## src/rtl/debounce_defs.sv

```systemverilog
// Shared defaults and parameter legality checks for the multi-channel debouncer.
// Board tops override the defaults here so every channel picks them up in one place.
package debounce_defs;

  localparam int DEF_N_CH        = 4;
  localparam int DEF_CNT_W       = 16;
  localparam int DEF_STABLE_CNT  = 255;
  localparam int DEF_SYNC_STAGES = 2;
  localparam bit DEF_INIT_VAL    = 1'b0;
  localparam int DEF_HOLD_W      = 24;
  localparam int DEF_HOLD_CNT    = 0;

  // True when val is representable in an unsigned field of the given width.
  function automatic bit fits_width(input longint val, input int width);
    if (width >= 63) return 1'b1;
    return (val >= 0) && (val < (longint'(1) << width));
  endfunction

  function automatic bit stable_cnt_ok(input int stable_cnt, input int cnt_w);
    return (stable_cnt >= 1) && fits_width(longint'(stable_cnt), cnt_w);
  endfunction

  function automatic bit hold_cnt_ok(input int hold_cnt, input int hold_w);
    return (hold_cnt >= 0) && fits_width(longint'(hold_cnt), hold_w);
  endfunction

  function automatic bit sync_stages_ok(input int sync_stages);
    return sync_stages >= 2;
  endfunction

endpackage

```

## src/rtl/debounce_chan.sv

```systemverilog
// One debouncer channel: input synchroniser, stability filter with registered
// rise/fall pulses, and a saturating long-press (hold) counter.
module debounce_chan
  import debounce_defs::*;
#(
  parameter int CNT_W       = DEF_CNT_W,
  parameter int STABLE_CNT  = DEF_STABLE_CNT,
  parameter int SYNC_STAGES = DEF_SYNC_STAGES,
  parameter bit INIT_VAL    = DEF_INIT_VAL,
  parameter int HOLD_W      = DEF_HOLD_W,
  parameter int HOLD_CNT    = DEF_HOLD_CNT
) (
  input  logic clk_i,
  input  logic rst_i,
  input  logic in_i,
  output logic out_o,
  output logic rise_o,
  output logic fall_o,
  output logic hold_o
);

  if (!stable_cnt_ok(STABLE_CNT, CNT_W)) begin : g_err_stable
    $error("debounce_chan: STABLE_CNT must be in 1..2^CNT_W-1");
  end
  if (!hold_cnt_ok(HOLD_CNT, HOLD_W)) begin : g_err_hold
    $error("debounce_chan: HOLD_CNT must be below 2^HOLD_W");
  end
  if (!sync_stages_ok(SYNC_STAGES)) begin : g_err_sync
    $error("debounce_chan: SYNC_STAGES must be at least 2");
  end

  localparam logic [CNT_W-1:0] CNT_LAST = CNT_W'(STABLE_CNT - 1);

  (* ASYNC_REG = "TRUE", keep = "true" *) logic [SYNC_STAGES-1:0] sync_q;
  logic in_s;

  always_ff @(posedge clk_i) begin
    if (rst_i) sync_q <= {SYNC_STAGES{INIT_VAL}};
    else       sync_q <= {sync_q[SYNC_STAGES-2:0], in_i};
  end

  assign in_s = sync_q[SYNC_STAGES-1];

  logic [CNT_W-1:0] cnt_q, cnt_d;
  logic             out_q, out_d;
  logic             rise_q, rise_d;
  logic             fall_q, fall_d;

  // Any sample matching OUT restarts the count, so only an unbroken run flips OUT.
  always_comb begin
    cnt_d  = '0;
    out_d  = out_q;
    rise_d = 1'b0;
    fall_d = 1'b0;
    if (in_s != out_q) begin
      if (cnt_q == CNT_LAST) begin
        out_d  = in_s;
        rise_d = in_s;
        fall_d = ~in_s;
      end else begin
        cnt_d = cnt_q + CNT_W'(1);
      end
    end
  end

  always_ff @(posedge clk_i) begin
    if (rst_i) begin
      cnt_q  <= '0;
      out_q  <= INIT_VAL;
      rise_q <= 1'b0;
      fall_q <= 1'b0;
    end else begin
      cnt_q  <= cnt_d;
      out_q  <= out_d;
      rise_q <= rise_d;
      fall_q <= fall_d;
    end
  end

  assign out_o  = out_q;
  assign rise_o = rise_q;
  assign fall_o = fall_q;

  if (HOLD_CNT == 0) begin : g_no_hold
    assign hold_o = 1'b0;
  end else begin : g_hold
    localparam logic [HOLD_W-1:0] HOLD_LAST = HOLD_W'(HOLD_CNT);

    logic [HOLD_W-1:0] hcnt_q, hcnt_d;
    logic              hold_q, hold_d;

    // Counter saturates at HOLD_LAST; HOLD is the registered compare, one cycle behind.
    always_comb begin
      hcnt_d = '0;
      hold_d = 1'b0;
      if (out_q) begin
        hcnt_d = (hcnt_q == HOLD_LAST) ? hcnt_q : hcnt_q + HOLD_W'(1);
        hold_d = (hcnt_q == HOLD_LAST);
      end
    end

    always_ff @(posedge clk_i) begin
      if (rst_i) begin
        hcnt_q <= '0;
        hold_q <= 1'b0;
      end else begin
        hcnt_q <= hcnt_d;
        hold_q <= hold_d;
      end
    end

    assign hold_o = hold_q;
  end

endmodule

```

## src/rtl/debounce_multi.sv

```systemverilog
// Multi-channel switch debouncer: N_CH fully independent debounce_chan instances
// sharing only the clock and synchronous reset.
module debounce_multi
  import debounce_defs::*;
#(
  parameter int N_CH        = DEF_N_CH,
  parameter int CNT_W       = DEF_CNT_W,
  parameter int STABLE_CNT  = DEF_STABLE_CNT,
  parameter int SYNC_STAGES = DEF_SYNC_STAGES,
  parameter bit INIT_VAL    = DEF_INIT_VAL,
  parameter int HOLD_W      = DEF_HOLD_W,
  parameter int HOLD_CNT    = DEF_HOLD_CNT
) (
  input  logic            CLK,
  input  logic            RST,
  input  logic [N_CH-1:0] IN,
  output logic [N_CH-1:0] OUT,
  output logic [N_CH-1:0] RISE,
  output logic [N_CH-1:0] FALL,
  output logic [N_CH-1:0] HOLD
);

  for (genvar i = 0; i < N_CH; i++) begin : g_ch
    debounce_chan #(
      .CNT_W      (CNT_W),
      .STABLE_CNT (STABLE_CNT),
      .SYNC_STAGES(SYNC_STAGES),
      .INIT_VAL   (INIT_VAL),
      .HOLD_W     (HOLD_W),
      .HOLD_CNT   (HOLD_CNT)
    ) u_chan (
      .clk_i (CLK),
      .rst_i (RST),
      .in_i  (IN[i]),
      .out_o (OUT[i]),
      .rise_o(RISE[i]),
      .fall_o(FALL[i]),
      .hold_o(HOLD[i])
    );
  end

endmodule
```

## config.mk

```make
export PLATFORM = sky130hd
export DESIGN_NAME = debounce_multi
export DESIGN_NICKNAME = d
export VERILOG_FILES = /design/src/rtl/debounce_defs.sv /design/src/rtl/debounce_chan.sv /design/src/rtl/debounce_multi.sv
export SDC_FILE = /design/constraint.sdc
export NUM_CORES = 1
export LEC_CHECK = 0
export BUFFER_PORTS_ARGS = -buffer_cell sky130_fd_sc_hd__buf_2
export CAP_MARGIN = 10
export CORE_MARGIN = 3
export CORE_UTILIZATION = 35
export CTS_CLUSTER_SIZE = 24
export DETAILED_ROUTE_END_ITERATION = 8
export SETUP_SLACK_MARGIN = 0.1
export SYNTH_ARGS = -nofsm -noshare
export SYNTH_HDL_FRONTEND = slang
export SYNTH_SLANG_ARGS = --single-unit
```

## constraint.sdc

```tcl
create_clock -name CLK -period 3.35 [get_ports CLK]
set_input_delay 0.67 -clock CLK [delete_from_list [all_inputs] [get_ports CLK]]
set_output_delay 0.67 -clock CLK [all_outputs]
set_load 0.05 [all_outputs]
```

# ---- Word-level counts from Yosys, hierarchy flattened
# Index checks and enable logic that the tools add are counted.
# W data, S select, Z words.
dict set report classes {
  n_eq_ne 8
  n_reduce_logical 12
  n_bitwise 12
  addsub 4
}
# op count
set ops {}
lappend ops {{$add A16 B1 Y16 const B} 4}
lappend ops {{$eq A16 B8 Y1 const B} 4}
lappend ops {{$reduce_or A3 Y1} 8}
lappend ops {{$not A1 Y1} 12}
lappend ops {{$reduce_and A2 Y1} 4}
lappend ops {{$ne A1 B1 Y1} 4}
dict set report totals {
  regBits 84
  out_inout_bits 16
  inputBits 6
}

# ---- Logic depth before layout (Yosys ltp)
# Gate-level depths: netlist of run 1.
dict set report depth {
  ltp_word 3
  ltp_mapped 8
  depth_no_buf 6
}

# ---- By module
# A second synthesis of run 1 with hierarchy kept.
dict set report unflattened {
  cells_unflattened 380
  area_unflattened_um2 3568.4
}
# mod area_each_um2 seq_area_each_um2 cells_per_inst instances
set by_module_without_submodules {}
lappend by_module_without_submodules {debounce_chan 892.1 420.4 95 4}

# ---- Worst setup path before layout of run 1
# Ideal clock, no wire load.
dict set report synth_path {
  path_kind {register to register}
  start {register g_ch[1].u_chan.cnt_q[0]}
  end {register g_ch[1].u_chan.cnt_q[7]}
  slack_ps 1458
  arrival_ps 1778
  period_less_slack_ps 1892
  required_ps 3235
  stages_incl_launch_ff 8
  cell_sequence {dfxtp_1 -> inv_1 -> ha_1 -> or4b_1 -> or4_4 -> nand2_4 -> buf_6 -> nor2_1}
}
dict set report synth_between {
  elab_chain_cells 2
}
# item line_no
set synth_rtl {}
lappend synth_rtl {{from (decl)} debounce_chan.sv:44} ;# logic [CNT_W-1:0] cnt_q, cnt_d;
lappend synth_rtl {{from (signal assigned)} debounce_chan.sv:73} ;# cnt_q <= cnt_d;
lappend synth_rtl {{branches (longest 2 deep; another with $add A16 B1 Y16)} -}
# Several ways; the timed one is not identified.
# A chain may end at the register's enable or synchronous reset.

# ---- Final worst setup path of run 1
dict set report layout_path {
  start {register g_ch[0].u_chan.cnt_q[0]}
  end {register g_ch[0].u_chan.cnt_q[13]}
}
dict set report layout_between {
  elab_chain_cells 2
}
# item line_no
set layout_rtl {}
lappend layout_rtl {{from (decl)} debounce_chan.sv:44}
lappend layout_rtl {{from (signal assigned)} debounce_chan.sv:73}
lappend layout_rtl {{branches (longest 2 deep; another with $add A16 B1 Y16)} -}
# Several ways; the timed one is not identified.

==> results of run 1 <==
==> worst max-delay path, cell delays in order (launching register included) <==
cell	delay [ns]
dfxtp_1	0.35
inv_1	0.07
ha_1	0.13
or4b_4	0.47
nor4_4	0.36
nand2b_1	0.54
nor2_1	0.10
==> state kept, by name (all words and copies together), names as in the netlist <==
| register | flops |
|---|---|
| g_ch.u_chan.cnt_q | 64 |
| g_ch.u_chan.sync_q | 8 |
| g_ch.u_chan.fall_o | 4 |
| g_ch.u_chan.out_o | 4 |
| g_ch.u_chan.rise_o | 4 |
==> final timing paths <==
path | start | to | slack (ns) | cells after the start
worst max-delay path | g_ch[0].u_chan.cnt_q[0]$_SDFF_PP0_ | g_ch[0].u_chan.cnt_q[13]$_SDFF_PP0_ | 1.19 | 6
worst min-delay path | g_ch[3].u_chan.sync_q[0]$_SDFF_PP0_ | g_ch[3].u_chan.sync_q[1]$_SDFF_PP0_ | 0.44 | 1
worst max register to register | g_ch[0].u_chan.cnt_q[0]$_SDFF_PP0_ | g_ch[0].u_chan.cnt_q[13]$_SDFF_PP0_ | 1.19 | 6
worst min register to register | g_ch[3].u_chan.sync_q[0]$_SDFF_PP0_ | g_ch[3].u_chan.sync_q[1]$_SDFF_PP0_ | 0.44 | 1
==> logic make-up (layout without fill, tap and decap cells) <==
group                      count (synthesis)  after routing  synth area share [%]
muxes                                      4              4                  1.11
adders and majority gates                  8              8                  2.77
xor gates and xnor gates                  60             60                  14.6
and+or+nand+nor                          198            198                  28.3
buffers and inverters                     40             49                  6.55
other                                      1              4                 0.104
DFF                                       84             84                  46.6
==> synthesized netlist by cell type (all sizes together) <==
library cell  number
nand3             18
nand2             17
or4b               2
buf               20
nor4              16
nor3              18
nand2b             1
nor4b              4
nand4             14
nor4bb             1
or4                4
or3                2
nor2b              8
xnor2             56
nand4b             2
nor2              88
inv               16
dfxtp             84
ha                 8
mux2i              4
conb               1
nand4bb            1
xor2               4
and3               1
nand3b             1
clkbuf             4
==> final cells by class <==
| type | count | area [sq um] |
|---|---|---|
| clock buffers | 10 | 128 |
| repair buffers | 17 | 85.1 |
| multi-input cells | 274 | 1700 |
| flip-flops and latches | 84 | 1680 |
| fillers | 1013 | 6040 |
| inverters | 16 | 60.1 |
| well taps | 133 | 166 |
| clock inverters | 6 | 48.8 |
==> metal layers <==
layer  wire, um  vias up
met3        242        6
met1       2900     1131
met5          0        -
met4         58        0
met2       2660       34
li1           -     1307
==> power by group <==
part           internal, mW  leakage (nW)  switching, mW
clock network         0.276        0.0795          0.371
logic               0.00783         0.412         0.0236
registers              1.00         0.678        0.00478
==> out/qor.csv, run 1 <==
metric,value,unit
die-area,11600,sq um
place_ws,1.16,ns
grt_pass1_wl,10700,um
drt-initial-drc-count,94,
final_layout_size_suffix_gt1_share,9.83,%
grtUsageMet1,14.2,%
use_met2,18.6,%
synth.avg_cell_area,9.14,sq um
syn-instance-count,395,
report.final.slew_viol_count,0,
cts_buffers,9,
grt_pass1_vias,2426,
final_common_cell,nor2_1,
grt_use_total,11.5,%
syn_area,3610,sq um
cts_tree,built,
cp_data_required_time,3.57,ns
num_antenna_cells,0,
routed-via-count,2478,
cts_setup_buffers,0,
hold_buffers,0,
arrival,2.38,ns
powerDensity,435,nW/um^2
nNetsFinal,416,
end_kind,flop,
whs,0.441,ns
setup_ws,1.19,ns
setup-tns-final,0,ns
setup_viol,0,
worst_pin_slew,0.593,ns
cts_resized,0,
clk_pin_slew_worst_paths,0.09,ns
final_cells,540,
period_share,64.4,%
overflow,0,
synth_top_area_cell,dfxtp_1,
hold_violations,0,
post_drt_wl_per_cell,10.9,um
yosysUniqueCellTypes,32,
placeableCoreArea,9910,sq um
antenna_found_initial,0,
initial_core_util,36.4,%
cts_buffer_depth,2,
synth_top_area_share,46.6,%
pin_count,22,
drv_cap,0,
gp_congestion,0.729,
rsz0062_at_grt,no,
timing_worst_setup_path_type,flop to flop,
ys_seq_elements,84,
grtUsageMet3,3.84,%
synthTopCellsByArea,"dfxtp_1, xnor2_1, nor2_1",
max_freq,0.463,GHz
cts_max_level,3,
area_delta_synth_final,7.28,%
place_inst,524,
period_needed,2.16,ns
grt_max_degree,23,
placed_area,3700,sq um
avgViaCountPerCell,4.59,
p_leak,1.17,nW
drt_first_pass_iters,4,
wl,5860,um
die_h,108,um
finalPower,1.69,mW
peakVddDrop,182,uV
ys_warn_count,0,
hold_path.class,flop to flop,
synth_seq_area_share,46.6,%
finClkSkew,0.00894,ns
start_kind,flop,
slew_headroom,60.5,%
clk_latency,0.35,ns
drtAntennaViolNets,0,
root_buffer,clkbuf_8,
port_buffers,17,
drc,0,
layout_common_cells,"nor2_1, dfxtp_1, xnor2_1, nor3_1, nand3_1",
rows,36,
grt.busiest_layer,met2,
path_max_fanout,16,
fin_util,39.1,%
hpwlAfterDp,4060,um
clkSinkCount,84,
final_area,3870,sq um
die_x,108,um
status,"complete, no violations",
Note: power is estimated with default switching activity, not from simulation.
==> run 2, diff against run 1 <==
ABC_AREA = 1   (was not set)
clock period = 2.2 ns   (was 3.35 ns; I/O delays follow)
==> run 2 against run 1 <==
Sequential share of layout area decreased by 6.3 points. Global-route usage rose by 0.84 points. Sequential power increased by 52%. Final cell count up 39%. Clock skew down 0.0021 ns. Power up 89%. Register-to-register slack worse by 0.39 ns. Largest power group is now the clock network.
==> out/qor.csv, run 2 <==
metric,value,unit,change
syn-instance-count,598,,+51%
netlist_top_cells_count,"nand2_1, nor2_1, dfxtp_1",,
yosysUniqueCellTypes,30,,-6.3%
drv_cap,0,,unchanged
final_layout_size_suffix_gt1_share,8.16,%,-1.7 points
drt_first_pass_iters,4,,unchanged
clk_pin_slew_worst_paths,0.06,ns,-0.03 ns
grt_pass1_vias,3146,,+30%
setup_viol,0,,unchanged
root_buffer,clkbuf_16,,
timing_worst_setup_path_type,flop to output pin,,
avgViaCountPerCell,4.58,,-0.24%
drc,0,,unchanged
pin_count,22,,unchanged
synth_seq_area_share,40.9,%,-5.7 points
clkSinkCount,84,,unchanged
path_buf_inv,1,,unchanged
cts_tree,built,,
final_common_cell,nand2_1,,
clk_latency,0.33,ns,-0.02 ns
area_delta_synth_final,10.1,%,
die-area,13100,sq um,+13%
synth.avg_cell_area,6.87,sq um,-25%
routed-via-count,3447,,+39%
report.final.slew_viol_count,0,,unchanged
drtAntennaViolNets,0,,unchanged
synthTopCellsByArea,"dfxtp_1, nand2_1, nor2_1",,
cts_setup_buffers,0,,unchanged
path_max_fanout,4,,-12
start_kind,flop,,
critPathLaunch,g_ch[3].u_chan.out_o$_SDFFE_PP0P_,,
cts_resized,0,,unchanged
max_freq,0.679,GHz,
top_register,g_ch.u_chan.cnt_q,,
drt-initial-drc-count,168,,+79%
port_buffers,17,,unchanged
syn_area,4110,sq um,+14%
antenna_found_initial,0,,unchanged
async_flop_share,0,%,unchanged
rsz0062_at_grt,no,,
rows,38,,+5.6%
hold_violations,0,,unchanged
grt_max_degree,17,,-26%
worst-r2r-setup-slack,0.80,ns,-0.39 ns
hpwlAfterDp,5810,um,+43%
synthFlopType,dfxtp_1,,
hold_buffers,0,,unchanged
status,"complete, no violations",,
peakVddDrop,428,uV,+140%
placeableCoreArea,11200,sq um,+13%
ys_warn_count,0,,unchanged
largest_reg_flops,64,,unchanged
slowest_stage,dfxtp_1,,
cts_max_level,3,,unchanged
p_leak,1.65,nW,+41%
reg2reg_from,g_ch[2].u_chan.cnt_q[0]$_SDFF_PP0_,,
hold_path.class,input port to flop,,
min-delay-start,IN[2],,
end_kind,output pin,,
largestRegisters,"g_ch.u_chan.cnt_q: 64 flops, g_ch.u_chan.sync_q: 8 flops",,
fin_util,40.5,%,+1.4 points
nNetsFinal,622,,+50%
grt_pass1_wl,13200,um,+23%
cp_data_required_time,1.76,ns,-1.81 ns
yosysMostFrequentCell,nand2_1,,
regArea,1680,sq um,unchanged
fill_cells,1160,,+15%
initial_core_util,36.8,%,+0.35 points
grt_use_total,12.3,%,+0.84 points
layout_common_cells,"nand2_1, nor2_1, dfxtp_1, inv_1, nand3_1",,
finClkSkew,0.00684,ns,-0.00210 ns
post_drt_wl_per_cell,10.2,um,-6.4%
die_h,114,um,+6.3%
final_area,4520,sq um,+17%
synth_enable_flop_cells,0,,unchanged
multi_input_area,1980,sq um,+16%
arrival,1.03,ns,-1.35 ns
ys_seq_elements,84,,unchanged
synth_top_area_share,40.9,%,-5.7 points
synth_top_area_cell,dfxtp_1,,
wl,7650,um,+31%
powerDensity,704,nW/um^2,+62%
cts_buffer_depth,2,,unchanged
period_needed,1.47,ns,
period_share,66.9,%,
num_antenna_cells,0,,unchanged
die_x,114,um,+6.3%
gp_congestion,0.832,,+14%
placed_area,4210,sq um,+14%
finalPower,3.19,mW,+89%
setup-tns-final,0,ns,unchanged
overflow,0,,unchanged
slowest_delay,0.40,ns,-0.14 ns
cts_buffers,9,,unchanged
path_cells,buf_2,,
cp_top_family,flip-flops,,
[run 2: report_power, final]
group          internal, mW  switching, mW  leakage [nW]  total, mW
sequential             1.53        0.00605         0.678       1.54
clock                  1.02          0.574         0.153       1.60
combinational        0.0112         0.0407         0.821     0.0519
[run 2: layout make-up]
class | count | area share [%]
Clock buffer | 12 | 5.45
Clock inverter | 4 | 1.60
Inverter | 76 | 6.31
Multi-Input combinational cell | 420 | 43.7
Sequential cell | 84 | 37.2
Tap cell | 140 | 3.87
Timing Repair Buffer | 17 | 1.88
[run 2: per-layer routing]
| layer | global-route usage, % | routed length (um) | vias up |
|---|---|---|---|
| li1 | - | - | 1853 |
| met1 | 15.0 | 3790 | 1556 |
| met5 | 0 | 0 | - |
| met2 | 20.9 | 3520 | 29 |
| met3 | 3.38 | 226 | 9 |
| met4 | 4.43 | 116 | 0 |
[run 2: cell families after synthesis]
group | count (synthesis) | synth area share (%)
and+or+nand+nor | 345 | 35.5
buffers and inverters | 97 | 11.2
DFF | 84 | 40.9
AOI/OAI and AO/OA | 42 | 5.33
xor gates and xnor gates | 21 | 4.48
adders and majority gates | 8 | 2.44
other | 1 | 0.0913
[run 2: path summary, 6_finish.rpt]
| check | end | depth (start not counted) |
|---|---|---|
| worst min-delay path | g_ch[2].u_chan.sync_q[0]$_SDFF_PP0_ | 3 |
| worst min register to register | g_ch[3].u_chan.sync_q[1]$_SDFF_PP0_ | 2 |
| worst max register to register | g_ch[2].u_chan.cnt_q[2]$_SDFF_PP0_ | 7 |
| worst max-delay path | OUT[3] | 1 |
[run 2: through the flow]
stage | instances | worst slack, ns | hold slack (ns)
after floorplan | 601 | 0.996 | 0.388
after detailed placement | 737 | 0.744 | 0.398
after global placement | 737 | 0.808 | 0.396
after CTS | 753 | 0.710 | 0.299
after global routing | 753 | 0.647 | 0.326
final | 753 | 0.728 | 0.309
